--- src/rtl/iter_shift_unit.sv ---
// ---------------------------------------------------------------------------
// iter_shift_unit
//
// Multi-cycle shift execution unit for the ALU path. A variable-amount shift
// is performed by applying a single-position shift step once per clock, so a
// shift by N completes N+1 cycles after the request is accepted.
//
// Ports:
//   clk    in   1      single clock, all state updates on the rising edge
//   reset  in   1      synchronous, active-high reset
//   start  in   1      request a new shift; only honoured while busy=0
//   op     in   2      00=SLL, 01=SRL, 10=SRA (sign fill), 11=ROR
//   a      in   WIDTH  operand to shift
//   b      in   WIDTH  shift amount source; only b[SHW-1:0] is used
//   busy   out  1      high while an operation is in flight
//   done   out  1      one-cycle pulse, out was updated at this edge
//   out    out  WIDTH  result register, held until the next done
// ---------------------------------------------------------------------------
module iter_shift_unit #(
   parameter int WIDTH = 32,
   parameter int SHW   = 5
) (
   input  logic             clk,
   input  logic             reset,
   input  logic             start,
   input  logic [1:0]       op,
   input  logic [WIDTH-1:0] a,
   input  logic [WIDTH-1:0] b,
   output logic             busy,
   output logic             done,
   output logic [WIDTH-1:0] out
);

   localparam logic [1:0] OP_SLL = 2'b00;
   localparam logic [1:0] OP_SRL = 2'b01;
   localparam logic [1:0] OP_SRA = 2'b10;
   localparam logic [1:0] OP_ROR = 2'b11;

   localparam logic [SHW-1:0] CNT_ONE = {{(SHW-1){1'b0}}, 1'b1};

   typedef enum logic {
      IDLE  = 1'b0,
      SHIFT = 1'b1
   } state_t;

   state_t           state;
   state_t           state_n;
   logic [WIDTH-1:0] acc;
   logic [SHW-1:0]   cnt;
   logic [1:0]       op_q;

   logic             accept;
   logic             step;
   logic             finish;

   // Upper bits of b carry no meaning here: the amount is taken modulo 2^SHW.
   logic             unused_b_hi;
   assign unused_b_hi = ^b[WIDTH-1:SHW];

   // One-position shift step for the selected operation.
   function automatic logic [WIDTH-1:0] shift_step(input logic [WIDTH-1:0] v,
                                                   input logic [1:0]       sel);
      logic [WIDTH-1:0] r;
      case (sel)
         OP_SLL:  r = {v[WIDTH-2:0], 1'b0};
         OP_SRL:  r = {1'b0, v[WIDTH-1:1]};
         OP_SRA:  r = {v[WIDTH-1], v[WIDTH-1:1]};
         OP_ROR:  r = {v[0], v[WIDTH-1:1]};
         default: r = v;
      endcase
      return r;
   endfunction

   // FSM state register
   always_ff @(posedge clk) begin
      if (reset) begin
         state <= IDLE;
      end else begin
         state <= state_n;
      end
   end

   // Next-state and control decode
   always_comb begin
      state_n = state;
      accept  = 1'b0;
      step    = 1'b0;
      finish  = 1'b0;
      busy    = 1'b0;
      case (state)
         IDLE: begin
            if (start) begin
               accept  = 1'b1;
               state_n = SHIFT;
            end
         end
         SHIFT: begin
            busy = 1'b1;
            if (cnt == '0) begin
               finish  = 1'b1;
               state_n = IDLE;
            end else begin
               step = 1'b1;
            end
         end
         default: begin
            state_n = IDLE;
         end
      endcase
   end

   // Operand capture, iteration and result registers. done is registered
   // from the completing edge, so it can only be high for a single cycle
   // per operation: the FSM has already left SHIFT when done is seen.
   always_ff @(posedge clk) begin
      if (reset) begin
         acc  <= '0;
         cnt  <= '0;
         op_q <= 2'b00;
         out  <= '0;
         done <= 1'b0;
      end else begin
         done <= finish;
         if (accept) begin
            acc  <= a;
            cnt  <= b[SHW-1:0];
            op_q <= op;
         end else if (step) begin
            acc <= shift_step(acc, op_q);
            cnt <= cnt - CNT_ONE;
         end
         if (finish) begin
            out <= acc;
         end
      end
   end

endmodule
--- config.mk ---
export PLATFORM = sky130hd
export DESIGN_NAME = iter_shift_unit
export DESIGN_NICKNAME = d
export VERILOG_FILES = /design/src/rtl/iter_shift_unit.sv
export SDC_FILE = /design/constraint.sdc
export NUM_CORES = 1
export LEC_CHECK = 0
export ABC_AREA = 1
export BUFFER_PORTS_ARGS = -buffer_cell sky130_fd_sc_hd__buf_2
export CAP_MARGIN = 20
export CORE_UTILIZATION = 47
export DETAILED_ROUTE_END_ITERATION = 10
export GPL_ROUTABILITY_DRIVEN = 1
export PLACE_DENSITY = 0.86
export SLEW_MARGIN = 20
export SYNTH_ARGS = -nofsm -noshare
export SYNTH_HDL_FRONTEND = slang
export SYNTH_SLANG_ARGS = --single-unit
export TNS_END_PERCENT = 5
--- constraint.sdc ---
create_clock -name clk -period 1.4 [get_ports clk]
set_input_delay 0.14 -clock clk [delete_from_list [all_inputs] [get_ports clk]]
set_output_delay 0.14 -clock clk [all_outputs]
set_load 0.01 [all_outputs]
==> results.toml, run 1 <==
[status]
status = "finished clean"

[clocking]
clk_latency_ns = 0.34
clk_path_buf_depth = 2
numClockSinks = 73
cts_buffers = 9
clk_pin_slew_worst_paths_ns = 0.08
h-tree-depth = 3
cts-root-buf = "clkbuf_8"
cts_tree = "built"

[synthesis]
ys_ff_latch = 73
synth_nets = 574
synth_area_per_cell_um2 = 6.93
synth_area_um2 = 3490
ys_types = 23
synth_cells = 504
ys_warn_count = 0
ys_seq_area_share_pct = 41.9

[drt]
vias_per_cell = 5.22
finalWirelength_um = 8590
vias = 3563
drt_iter0_drc = 252
post-route-drc-count = 0
routedWlPerCell_um = 12.6
dr.pass1.iters = 5
postRouteAntennaNets = 0

[sta]
finalSetupViolations = 0
maxSlewViolCount = 0
clock_skew_ns = 0.00998
slew_headroom_pct = 80.3
fmax_mhz = 747
fin_crit_sh_pct = 95.7
worst_pin_slew_ns = 0.295
hold_violations = 0
grt_setup_unrepaired = "yes"
period_needed_ns = 1.34

[hold_path]
holdPathEnd = "op_q[1]$_SDFFE_PP0P_"
hold_path_depth = 3
min_from = "op[1]"
hp-class = "primary input to register"

[die]
num_rows = 31
boundaryPins = 103
dieWidth_um = 88.2
initial_core_util_pct = 48.4
fp.dieArea_um2 = 7780
coreArea_um2 = 7210
die_height_um = 88.2

[critical_path]
critPathSlowestCell = "dfxtp_2"
ff2ff_path_depth = 7
cp_slowest_stage_delay_ns = 0.34
critPathLaunchType = "register"
cp_data_required_time_ns = 1.63
rrSetupSlack_ns = 0.06
end_kind = "register"
path_cells = "inv_4 -> ha_4 -> nand4_4 -> buf_12 -> clkbuf_16 -> a21oi_1 -> nor2_1"
crit_arrival_ns = 1.57
r2r-start = "cnt[0]$_SDFFE_PP0P_"
crit_type = "register to register"
r2r-end = "out[1]$_SDFFE_PP0P_"
cp_max_fo = 17

[layout]
area_growth_pct = 25.6
fin_nets = 648
final_common_cell = "nor2_1"
final_layout_size_suffix_gt1_share_pct = 24.5
final_core_utilization_pct = 60.8
diodes = 0
final_cell_mix = "nor2_1, buf_2, dfxtp_1, o21ai_0, nand2_1"
fin_area_um2 = 4380
fin_cells = 682

[power]
internal-power_mw = 3.98
leakagePower_nw = 1.91
p_switching_mw = 1.97
seq_power_share_pct = 43.0
peakVddDrop_v = 0.000576
swShare_pct = 33.2
p_clk_share_pct = 28.4
power_density_nw_per_um2 = 1360
comb_power_share_pct = 28.7

[placed_design]
dp.cells = 659
hpwl_um = 5440
place_area_um2 = 3970
gp_congestion = 0.790
port_buffers = 75

[global_routing]
antenna_found_initial = 0
grt_pass1_wl_um = 13500
grt_max_degree = 58
overflow = 0
grt_pass1_vias = 3147
grtUsageTotal_pct = 22.0

[job]
maxCapViolCount = 0
power by group through the flow:
stage               Combinational [mW]  Sequential (mW)  Clock [mW]
finish                            1.70             2.56        1.69
global route                      1.91             2.59        1.83
CTS                               1.52             2.54        1.72
detailed placement                1.49             2.58           0
global placement                  1.45             2.57           0
floorplan                         1.04             2.60           0
layer usage:
metal / routed length, um / share of wire [%] / track usage (%)
met1: 3790 / 44 / 26.9
met2: 4070 / 47 / 37.5
met3: 568 / 6.6 / 4.52
met4: 158 / 1.8 / 9.24
met5: 0 / 0 / 0
layout make-up:
cell class,instances,area [um^2]
clock inverters,6,67.6
flip-flops and latches,73,1460
well taps,99,124
fillers,664,2830
multi-input cells,352,1680
inverters,43,164
repair buffers,99,746
clock buffers,10,138
how the worst max path moves through the flow:
stage | endpoint | slack, ns | startpoint
final | out[1]$_SDFFE_PP0P_ | 0.06 | cnt[0]$_SDFFE_PP0P_
after global routing | cnt[4]$_SDFFE_PP0P_ | -0.03 | cnt[0]$_SDFFE_PP0P_
after CTS | acc[17]$_SDFFE_PP0P_ | 0.02 | cnt[0]$_SDFFE_PP0P_
after detailed placement | acc[17]$_SDFFE_PP0P_ | -0.13 | cnt[0]$_SDFFE_PP0P_
after global placement | acc[21]$_SDFFE_PP0P_ | -0.04 | cnt[0]$_SDFFE_PP0P_
after floorplan | acc[27]$_SDFFE_PP0P_ | 0.03 | cnt[0]$_SDFFE_PP0P_
registers in the layout (all words and copies together), names as in the netlist:
signal / cells
acc: 32
out: 32
cnt: 5
op_q: 2
done: 1
state: 1
cell usage after synthesis:
cell type,count,area (um^2)
dfxtp_1,73,1460
buf_2,8,40.0
nor2_2,6,37.5
o21ai_1,14,70.1
clkbuf_1,11,41.3
or2_0,1,6.26
nand4_4,1,21.3
buf_6,7,78.8
nand3_1,6,30.0
ha_1,1,12.5
xnor2_1,1,8.76
a31oi_1,20,125
nand3_2,1,10.0
nand2_2,1,6.26
nor2_1,107,402
buf_4,10,75.1
inv_1,41,154
nor2_4,2,22.5
inv_2,2,7.51
a21oi_1,39,195
nand2_4,1,11.3
nand2_1,65,244
o21ai_0,86,430
worst max-delay path: cells and delay by family (launching register included):
kind | cells | cell delay (ns)
buf+inv | 3 | 0.42
flops | 1 | 0.34
fa+ha+maj | 1 | 0.17
compound gates | 1 | 0.14
simple gates | 2 | 0.13
kinds of logic (layout without fill, tap and decap cells):
family,after synthesis,after routing,synth area share (%)
and+or+nand+nor,191,191,22.7
AOI/OAI and AO/OA,159,159,23.5
buffers and inverters,79,158,11.4
DFF,73,73,41.9
adders and majority gates,1,1,0.358
xor gates and xnor gates,1,1,0.251
through the flow:
| stage | power [mW] | setup WS, ns | hold slack (ns) | setup TNS, ns |
|---|---|---|---|---|
| 2_1_floorplan | 3.64 | 0.0261 | 0.289 | 0 |
| 3_3_place_gp | 4.02 | -0.0418 | 0.427 | -0.864 |
| 3_5_place_dp | 4.08 | -0.129 | 0.434 | -5.20 |
| 4_1_cts | 5.78 | 0.0208 | 0.0774 | 0 |
| 5_1_grt | 6.33 | -0.0272 | 0.0696 | -0.202 |
| 6_report | 5.95 | 0.0608 | 0.0949 | 0 |
what timing repair did:
action,in CTS,in global routing
hold buffers,0,0
pin swaps,0,2
setup buffers,0,3
cloned,0,4
setup endpoints to repair,68,52
resized for setup,3,38
No activity file was read; power rests on OpenSTA's default activity.
==> run 2, diff against run 1 <==
- CORE_ASPECT_RATIO: not set -> 0.6
==> results.toml, run 2 (synthesis gave the netlist of run 1 again) <==
[status]
status = "finished clean"

[sta]
grt_setup_unrepaired = "yes"
fin_crit_sh_pct = 96.1
fmax_mhz = 744
maxSlewViolCount = 0
period_needed_ns = 1.34
worst_hold_slack_ns = 0.0869
worst_pin_slew_ns = 0.320
setup_slack_ns = 0.0552
slew_headroom_pct = 78.6
setup_tns_ns = 0
finalSetupViolations = 0
hold_violations = 0
clock_skew_ns = 0.00536

[drt]
postRouteAntennaNets = 0
routedWlPerCell_um = 13.1
post-route-drc-count = 0
dr.pass1.iters = 5
drt_iter0_drc = 356
finalWirelength_um = 8880
vias = 3532
vias_per_cell = 5.22

[global_routing]
grt_pass1_wl_um = 14600
antenna_found_initial = 0
grtUsageTotal_pct = 24.2
grt_max_degree = 42
overflow = 0
grt_pass1_vias = 3116

[critical_path]
end_kind = "register"
path_cells = "nor2_4 -> inv_4 -> buf_12 -> or2_0 -> nand3_1 -> a21oi_1"
cp_max_fo = 32
critPathSlowestCell = "dfxtp_4"
cp_slowest_stage_delay_ns = 0.38
rrSetupSlack_ns = 0.06
critPathLaunchType = "register"
cp_data_required_time_ns = 1.62
crit_type = "register to register"
ff2ff_path_depth = 6
crit_arrival_ns = 1.56

[clocking]
cts_tree = "built"
h-tree-depth = 3
clk_latency_ns = 0.33
cts_setup_buffers = 0
cts_hold_buffers = 0
numClockSinks = 73
cts-root-buf = "clkbuf_16"
cts_buffers = 9
clk_path_buf_depth = 2
clk_pin_slew_worst_paths_ns = 0.05

[layout]
area_growth_pct = 23.9
fin_cells = 677
fin_nets = 642
fin_area_um2 = 4330
final_layout_size_suffix_gt1_share_pct = 22.2
final_core_utilization_pct = 62.4
diodes = 0
fillers = 625
final_common_cell = "nor2_1"
final_cell_mix = "nor2_1, buf_2, dfxtp_1, o21ai_0, nand2_1"
reg_top3 = "acc x32, out x32, cnt x5"

[placed_design]
place_area_um2 = 3960
hpwl_um = 6020
port_buffers = 75
pre_cts_slack_ns = -0.183
dp.cells = 660
gp_congestion = 0.869

[hold_path]
hold_path_depth = 3
hp-class = "primary input to register"

[die]
die_height_um = 68.8
dieWidth_um = 113
fp.dieArea_um2 = 7790
initial_core_util_pct = 50.3
boundaryPins = 103
num_rows = 23
coreArea_um2 = 6940

[job]
maxCapViolCount = 0

[power]
finalPower_mw = 6.41
leakagePower_nw = 1.87
power_density_nw_per_um2 = 1480
peakVddDrop_v = 0.000734
==> run 2: worst paths after layout <==
path | startpoint | endpoint
hold / removal | op[1] | op_q[1]$_SDFFE_PP0P_
setup reg to reg | state$_SDFF_PP0_ | cnt[3]$_SDFFE_PP0P_
setup / recovery | state$_SDFF_PP0_ | cnt[3]$_SDFFE_PP0P_
hold reg to reg | out[18]$_SDFFE_PP0P_ | out[18]$_SDFFE_PP0P_
==> run 2: layout make-up <==
cell class | count | area [um^2] | area share (%)
multi-input cells | 353 | 1700 | 39.4
clock buffers | 13 | 250 | 5.78
repair buffers | 92 | 578 | 13.4
inverters | 43 | 164 | 3.79
flip-flops and latches | 73 | 1470 | 33.9
well taps | 100 | 125 | 2.89
clock inverters | 3 | 40.0 | 0.925
==> run 2: repair_timing <==
item                                    CTS  global route
cloned                                    1             0
resized for setup                        12            20
pin swaps                                 1             1
endpoints found under the setup margin   45            66
==> run 2: critical path, delay by kind of cell, from the launching register on <==
family          cells  cell delay (ns)
buf+inv             2             0.29
compound gates      1             0.06
flops               1             0.38
simple gates        3             0.49
==> run 2: layer usage <==
layer	share of wire (%)	routed length, um	vias up	global-route usage, %
met5	0	0	-	0
met4	0.97	86	0	6.58
met3	7.6	671	11	6.29
met2	43	3800	155	39.0
met1	49	4320	1588	32.6
li1	-	-	1778	-
==> run 2: where the power goes <==
group	internal [mW]	total [mW]	leakage, nW	switching (mW)
Combinational	0.642	1.59	1.13	0.953
Clock	1.42	2.24	0.144	0.822
Sequential	2.35	2.57	0.600	0.212
